$ cat src/rtl/rob_param.sv
// Parametrised reorder buffer: in-order issue, two CDB write-back ports,
// bypassed operand lookup, single in-order commit and misprediction flush.
module rob_param #(
  parameter int DEPTH = 16,
  parameter int TAG_W = 4,
  parameter int XLEN  = 32
) (
  input  logic             clk,
  input  logic             rst,
  input  logic             rdy,
  input  logic             is_valid,
  input  logic             is_ready,
  input  logic [2:0]       is_kind,
  input  logic [XLEN-1:0]  is_value,
  input  logic [4:0]       is_dest,
  input  logic             is_pred_taken,
  input  logic [XLEN-1:0]  is_alt_pc,
  output logic [TAG_W-1:0] is_tag,
  output logic             full,
  input  logic             cdb0_valid,
  input  logic [TAG_W-1:0] cdb0_tag,
  input  logic [XLEN-1:0]  cdb0_value,
  input  logic             cdb1_valid,
  input  logic [TAG_W-1:0] cdb1_tag,
  input  logic [XLEN-1:0]  cdb1_value,
  input  logic [TAG_W-1:0] q1_tag,
  input  logic [TAG_W-1:0] q2_tag,
  output logic             q1_ready,
  output logic             q2_ready,
  output logic [XLEN-1:0]  q1_value,
  output logic [XLEN-1:0]  q2_value,
  output logic             commit_valid,
  output logic [TAG_W-1:0] commit_tag,
  output logic [4:0]       commit_dest,
  output logic [XLEN-1:0]  commit_value,
  output logic             commit_we,
  output logic             commit_store,
  output logic             flush,
  output logic [XLEN-1:0]  flush_pc
);

  localparam logic [2:0] KIND_BRANCH = 3'd1;
  localparam logic [2:0] KIND_LOAD   = 3'd2;
  localparam logic [2:0] KIND_STORE  = 3'd3;
  localparam logic [TAG_W:0] COUNT_FULL = (TAG_W+1)'(DEPTH);

  logic [TAG_W-1:0] head;
  logic [TAG_W-1:0] tail;
  logic [TAG_W:0]   count;

  logic             ready_q [DEPTH];
  logic [2:0]       kind_q  [DEPTH];
  logic [XLEN-1:0]  value_q [DEPTH];
  logic [4:0]       dest_q  [DEPTH];
  logic             pred_q  [DEPTH];
  logic [XLEN-1:0]  alt_q   [DEPTH];

  logic live [DEPTH];
  logic issue_ok;
  logic do_commit;
  logic mispredict;
  logic [2:0] head_kind;

  assign full   = (count == COUNT_FULL);
  assign is_tag = tail;

  assign head_kind  = kind_q[head];
  assign issue_ok   = is_valid && !full;
  assign do_commit  = (count != '0) && ready_q[head];
  assign mispredict = do_commit && (head_kind == KIND_BRANCH) &&
                      (value_q[head][0] != pred_q[head]);

  // An entry is live when its distance from head is below the occupancy.
  always_comb begin
    for (int i = 0; i < DEPTH; i++) begin
      live[i] = {1'b0, TAG_W'(i) - head} < count;
    end
  end

  // Operand lookup: a broadcast this cycle overrides the stored entry, cdb1 first.
  always_comb begin
    q1_ready = ready_q[q1_tag];
    q1_value = value_q[q1_tag];
    q2_ready = ready_q[q2_tag];
    q2_value = value_q[q2_tag];
    if (cdb1_valid && cdb1_tag == q1_tag) begin
      q1_ready = 1'b1;
      q1_value = cdb1_value;
    end else if (cdb0_valid && cdb0_tag == q1_tag) begin
      q1_ready = 1'b1;
      q1_value = cdb0_value;
    end
    if (cdb1_valid && cdb1_tag == q2_tag) begin
      q2_ready = 1'b1;
      q2_value = cdb1_value;
    end else if (cdb0_valid && cdb0_tag == q2_tag) begin
      q2_ready = 1'b1;
      q2_value = cdb0_value;
    end
  end

  // Queue state, entry storage and the registered commit/flush outputs.
  always_ff @(posedge clk or posedge rst) begin
    if (rst) begin
      head         <= '0;
      tail         <= '0;
      count        <= '0;
      commit_valid <= 1'b0;
      commit_tag   <= '0;
      commit_dest  <= '0;
      commit_value <= '0;
      commit_we    <= 1'b0;
      commit_store <= 1'b0;
      flush        <= 1'b0;
      flush_pc     <= '0;
      for (int i = 0; i < DEPTH; i++) begin
        ready_q[i] <= 1'b0;
        kind_q[i]  <= '0;
        value_q[i] <= '0;
        dest_q[i]  <= '0;
        pred_q[i]  <= 1'b0;
        alt_q[i]   <= '0;
      end
    end else if (rdy) begin
      commit_valid <= 1'b0;
      flush        <= 1'b0;
      if (do_commit) begin
        commit_valid <= 1'b1;
        commit_tag   <= head;
        commit_dest  <= dest_q[head];
        commit_value <= value_q[head];
        commit_we    <= (head_kind != KIND_BRANCH) && (head_kind != KIND_STORE);
        commit_store <= (head_kind == KIND_STORE);
      end
      if (mispredict) begin
        flush    <= 1'b1;
        flush_pc <= alt_q[head];
        head     <= '0;
        tail     <= '0;
        count    <= '0;
        for (int i = 0; i < DEPTH; i++) begin
          ready_q[i] <= 1'b0;
        end
      end else begin
        for (int i = 0; i < DEPTH; i++) begin
          if (live[i] && !ready_q[i]) begin
            if (cdb1_valid && cdb1_tag == TAG_W'(i)) begin
              ready_q[i] <= 1'b1;
              value_q[i] <= cdb1_value;
            end else if (cdb0_valid && cdb0_tag == TAG_W'(i)) begin
              ready_q[i] <= 1'b1;
              value_q[i] <= cdb0_value;
            end
          end
        end
        if (issue_ok) begin
          ready_q[tail] <= is_ready;
          kind_q[tail]  <= is_kind;
          value_q[tail] <= is_value;
          dest_q[tail]  <= is_dest;
          pred_q[tail]  <= is_pred_taken;
          alt_q[tail]   <= is_alt_pc;
          tail          <= tail + 1'b1;
        end
        if (do_commit) begin
          head <= head + 1'b1;
        end
        count <= count + (TAG_W+1)'(issue_ok) - (TAG_W+1)'(do_commit);
      end
    end
  end

  // KIND_LOAD is named for readability; loads retire through the register path.
  logic unused_kind;
  assign unused_kind = ^KIND_LOAD;

endmodule

$ cat config.mk
export PLATFORM = sky130hd
export DESIGN_NAME = rob_param
export DESIGN_NICKNAME = d
export VERILOG_FILES = /design/src/rtl/rob_param.sv
export SDC_FILE = /design/constraint.sdc
export NUM_CORES = 2
export LEC_CHECK = 0
export CORE_MARGIN = 5
export CORE_UTILIZATION = 62
export CTS_CLUSTER_SIZE = 30
export DETAILED_ROUTE_END_ITERATION = 8
export PLACE_DENSITY = 0.81
export SLEW_MARGIN = 30
export SYNTH_ARGS = -nofsm -noshare
export SYNTH_HDL_FRONTEND = slang
export SYNTH_SLANG_ARGS = --single-unit
$ cat constraint.sdc
create_clock -name clk -period 49.5 [get_ports clk]
set_input_delay 9.9 -clock clk [delete_from_list [all_inputs] [get_ports clk]]
set_output_delay 9.9 -clock clk [all_outputs]
set_load 0.005 [all_outputs]
==> qor.log <==
INFO  global_routing grt_max_degree=167
INFO  worst_hold_path worstHoldPathType=flip-flop to flip-flop
INFO  flow_run       max-cap-violations=0
INFO  logic_synthesis synth_seq_cells=1,274
INFO  placement      routabilityCongestion=0.959
INFO  sta            tightestPinTransition=1.15ns
INFO  floorplanning  initial_core_util=0.623
INFO  layout         fillCellCount=8,322
INFO  layout         fin_area=87,000µm²
INFO  floorplanning  die_span_x=365µm
INFO  power          leakage=36.6nW
INFO  power          power_per_cell_area=60.0nW/µm²
INFO  clock_tree     post_cts.repair.setup_buffers=0
INFO  logic_synthesis synth.yosys.seq_area_share=0.408
INFO  critical_path  max_stage_delay=0.86ns
INFO  routing        drt_drc_violations_left=0
INFO  sta            worst_slack=24.97ns
INFO  sta            drv_slew=0
INFO  critical_path  crit_buf_inv=6
INFO  clock_tree     tritoncts_num_sinks=1,274
INFO  clock_tree     ctsHoldBuffers=0
INFO  routing        avgRoutedWirePerCell=33.6µm
INFO  sta            setup_violators_final=0
INFO  critical_path  critical_path_peak_fanout=50
INFO  critical_path  kind_of_launch_point_of_the_worst_setup_path=input port
INFO  logic_synthesis post_synthesis_net_count=6,361
INFO  floorplanning  placeableCoreArea=125,000µm²
INFO  critical_path  critical-path-top-delay-family=buffers and inverters
INFO  global_routing gr-total-overflow=0
INFO  global_routing number_of_antenna_violations_at_the_first_check_in_global_routing=31
INFO  sta            max_freq=0.0408GHz
INFO  placement      preCtsSetupSlack=25.07ns
INFO  routing        vias=57,800
INFO  clock_tree     clock_tree.root_cell=sky130_fd_sc_hd__clkbuf_16
INFO  critical_path  critPathCaptureType=primary output
INFO  layout         top_library_cells_by_usage_in_the_layout_fill_and_taps_aside=1,271 x sky130_fd_sc_hd__dfrtp_1, 702 x sky130_fd_sc_hd__mux2_2, 692 x sky130_fd_sc_hd__mux4_2, 580 x sky130_fd_sc_hd__mux2i_1, 487 x sky130_fd_sc_hd__mux2_1
INFO  routing        vias_per_cell=7.43
INFO  floorplanning  die_height=365µm
INFO  layout         final_nets=6,207
INFO  critical_path  worst-endpoint-required=39.60ns
INFO  clock_tree     clkSlewWorstSetupHoldPaths=0.06ns
INFO  placement      dp_hpwl=145,000µm
INFO  layout         syn2layout_area_growth=11.3%
INFO  floorplanning  placement_rows=130
INFO  power          vdd_ir_drop_max=0.0434mV
INFO  placement      port-buffer-count=307
INFO  critical_path  reg2reg_depth=10
INFO  worst_hold_path hold_path_end=dest_q[68]
INFO  global_routing grt_first_pass_wirelength=387,000µm
INFO  critical_path  cpMostUsedCell=sky130_fd_sc_hd__buf_4
INFO  sta            grt_setup_unrepaired=false
INFO  critical_path  critical_path.reg2reg.endpoint=value_q[269]
INFO  run_status     run_status=finished clean
INFO  global_routing vias_in_the_first_global_route=59,300
INFO  logic_synthesis ys.flop_type=sky130_fd_sc_hd__dfrtp_1
INFO  layout         fraction_of_final_layout_cells_sized_beyond_drive_strength_1=0.301
INFO  routing        drt_first_iter_violations=7,531
INFO  routing        route.final.wire_length=261,000µm
INFO  critical_path  crit-reg2reg-launch=head[1]
INFO  clock_tree     post_cts_resize_count=0
INFO  logic_synthesis synth_area=78,200µm²
INFO  logic_synthesis ys_async_sr_fraction=1.00
INFO  sta            hold_violations=0
INFO  logic_synthesis yosysWarnings=0
INFO  sta            period_minus_slack=24.53ns
INFO  logic_synthesis mean_post_synth_cell_area=12.7µm²
INFO  critical_path  crit_path_top_delay_cell=sky130_fd_sc_hd__o21ai_0
INFO  sta            period_share=0.496
INFO  floorplanning  die_area=133,000µm²
INFO  logic_synthesis cells_after_synthesis=6,154
INFO  logic_synthesis synth-edff-count=0
INFO  critical_path  worst-r2r-setup-slack=43.03ns
INFO  logic_synthesis ys_types=64
INFO  routing        detail_route.first_pass.iterations=8
INFO  clock_tree     ctsHtreeMaxLevel=4
INFO  sta            slew_headroom=0.234
INFO  critical_path  worstPathCellList=buf_8 > buf_16 > buf_4 > buf_4 > xor2_1 > nor4_2 > buf_4 > mux2i_1 > o21ai_0 > clkdlybuf4s50_1
INFO  layout         postLayoutCoreUtil=0.694
INFO  floorplanning  io_pins=308
INFO  clock_tree     cts_tree=yes
INFO  worst_hold_path worst_hold_path.num_cells=1
INFO  sta            clock-skew-final=0.0437ns
INFO  worst_hold_path hold_path.startpoint=dest_q[68]
INFO  clock_tree     cts_buffer_depth=3
INFO  routing        postRouteAntennaNets=0
INFO  placement      placed_inst_area=81,900µm²
INFO  clock_tree     cts_buffers=140
INFO  global_routing total_routing_usage_reported_by_global_routing=0.393
INFO  clock_tree     clock_insertion_delay_worst_skew=0.83ns
INFO  layout         layout.cells.most_common=sky130_fd_sc_hd__dfrtp_1
INFO  sta            timing.setup.tns=0ns
INFO  critical_path  worstPathArrival=14.63ns
INFO  critical_path  criticalPathCategory=input port to primary output
-- cell usage after synthesis, drive strengths merged, types with 4 or more instances --
cell / n / area (µm²)
a22oi: 7 / 52.6
nand3: 61 / 305
nand2b: 12 / 75.1
mux2i: 580 / 5810
a31oi: 12 / 75.1
o22a: 8 / 70.1
a21o: 11 / 82.6
xnor2: 12 / 105
o21ai: 192 / 961
nand2: 151 / 567
nor4: 4 / 25.0
inv: 56 / 210
mux2: 1189 / 13400
nor3: 18 / 90.1
clkbuf: 468 / 1760
or3: 6 / 37.5
dfrtp: 1274 / 31900
nor2b: 18 / 113
a21oi: 472 / 2360
xor2: 17 / 149
a2bb2oi: 34 / 298
ha: 46 / 576
buf: 265 / 1200
o22ai: 15 / 93.8
nand3b: 4 / 30.0
nand4: 5 / 31.3
nor2: 476 / 1790
o211ai: 5 / 37.5
mux4: 692 / 15600
-- stage by stage --
step	power [mW]	std cells	hold slack, ns
floorplan	3.36	6154	0.452
global placement	3.94	7501	0.461
finish	5.22	7778	0.480
CTS	5.18	7753	0.482
global route	5.44	7770	0.490
detailed placement	4.06	7502	0.469
-- layer usage --
metal | global-route usage | up-vias | part of all wire
li1 | - | 22700 | -
met1 | 0.478 | 29200 | 0.34
met2 | 0.583 | 4382 | 0.44
met3 | 0.147 | 1468 | 0.14
met4 | 0.275 | 24 | 0.085
met5 | 0.00218 | - | 0.00078
-- how the worst max path moves through the flow --
| stage | startpoint | to | cells after the start |
|---|---|---|---|
| floorplan | rst | alt_q[0] | 1 |
| detailed placement | q1_tag[0] | q1_value[4] | 9 |
| global route | q1_tag[0] | q1_value[1] | 10 |
| global placement | q1_tag[0] | q1_value[4] | 9 |
| finish | q1_tag[0] | q1_value[1] | 10 |
| CTS | q1_tag[0] | q1_value[1] | 9 |
-- kinds of logic after synthesis --
family	synth area share
mux	0.445
flops	0.408
buf+inv	0.0405
compound gates	0.0552
simple gates	0.0405
fa+ha+maj	0.00762
xor+xnor	0.00325
-- cell type report --
cell class | count | area, µm² | share of cell area
Multi-Input combinational cell | 4091 | 43700 | 0.502
Tap cell | 1650 | 2060 | 0.0237
Antenna cell | 19 | 47.5 | 0.000547
Inverter | 56 | 225 | 0.00259
Clock buffer | 194 | 3970 | 0.0456
Timing Repair Buffer | 437 | 4250 | 0.0489
Clock inverter | 57 | 890 | 0.0102
Sequential cell | 1274 | 31900 | 0.367
-- report_power, final --
part / total [mW] / internal, mW / switching (mW)
combinational: 2.20 / 1.24 / 0.963
sequential: 1.92 / 1.52 / 0.397
clock: 1.10 / 0.633 / 0.470
total: 5.22 / 3.39 / 1.83
-- flip-flops by register name (all words and copies together), names as in the netlist, 4 cells and up --
name	count
alt_q	512
commit_dest	5
commit_tag	4
commit_value	32
count	5
dest_q	80
flush_pc	32
head	4
is_tag	4
kind_q	48
pred_q	16
ready_q	16
value_q	512
Note: power is estimated with default switching activity, not from simulation.
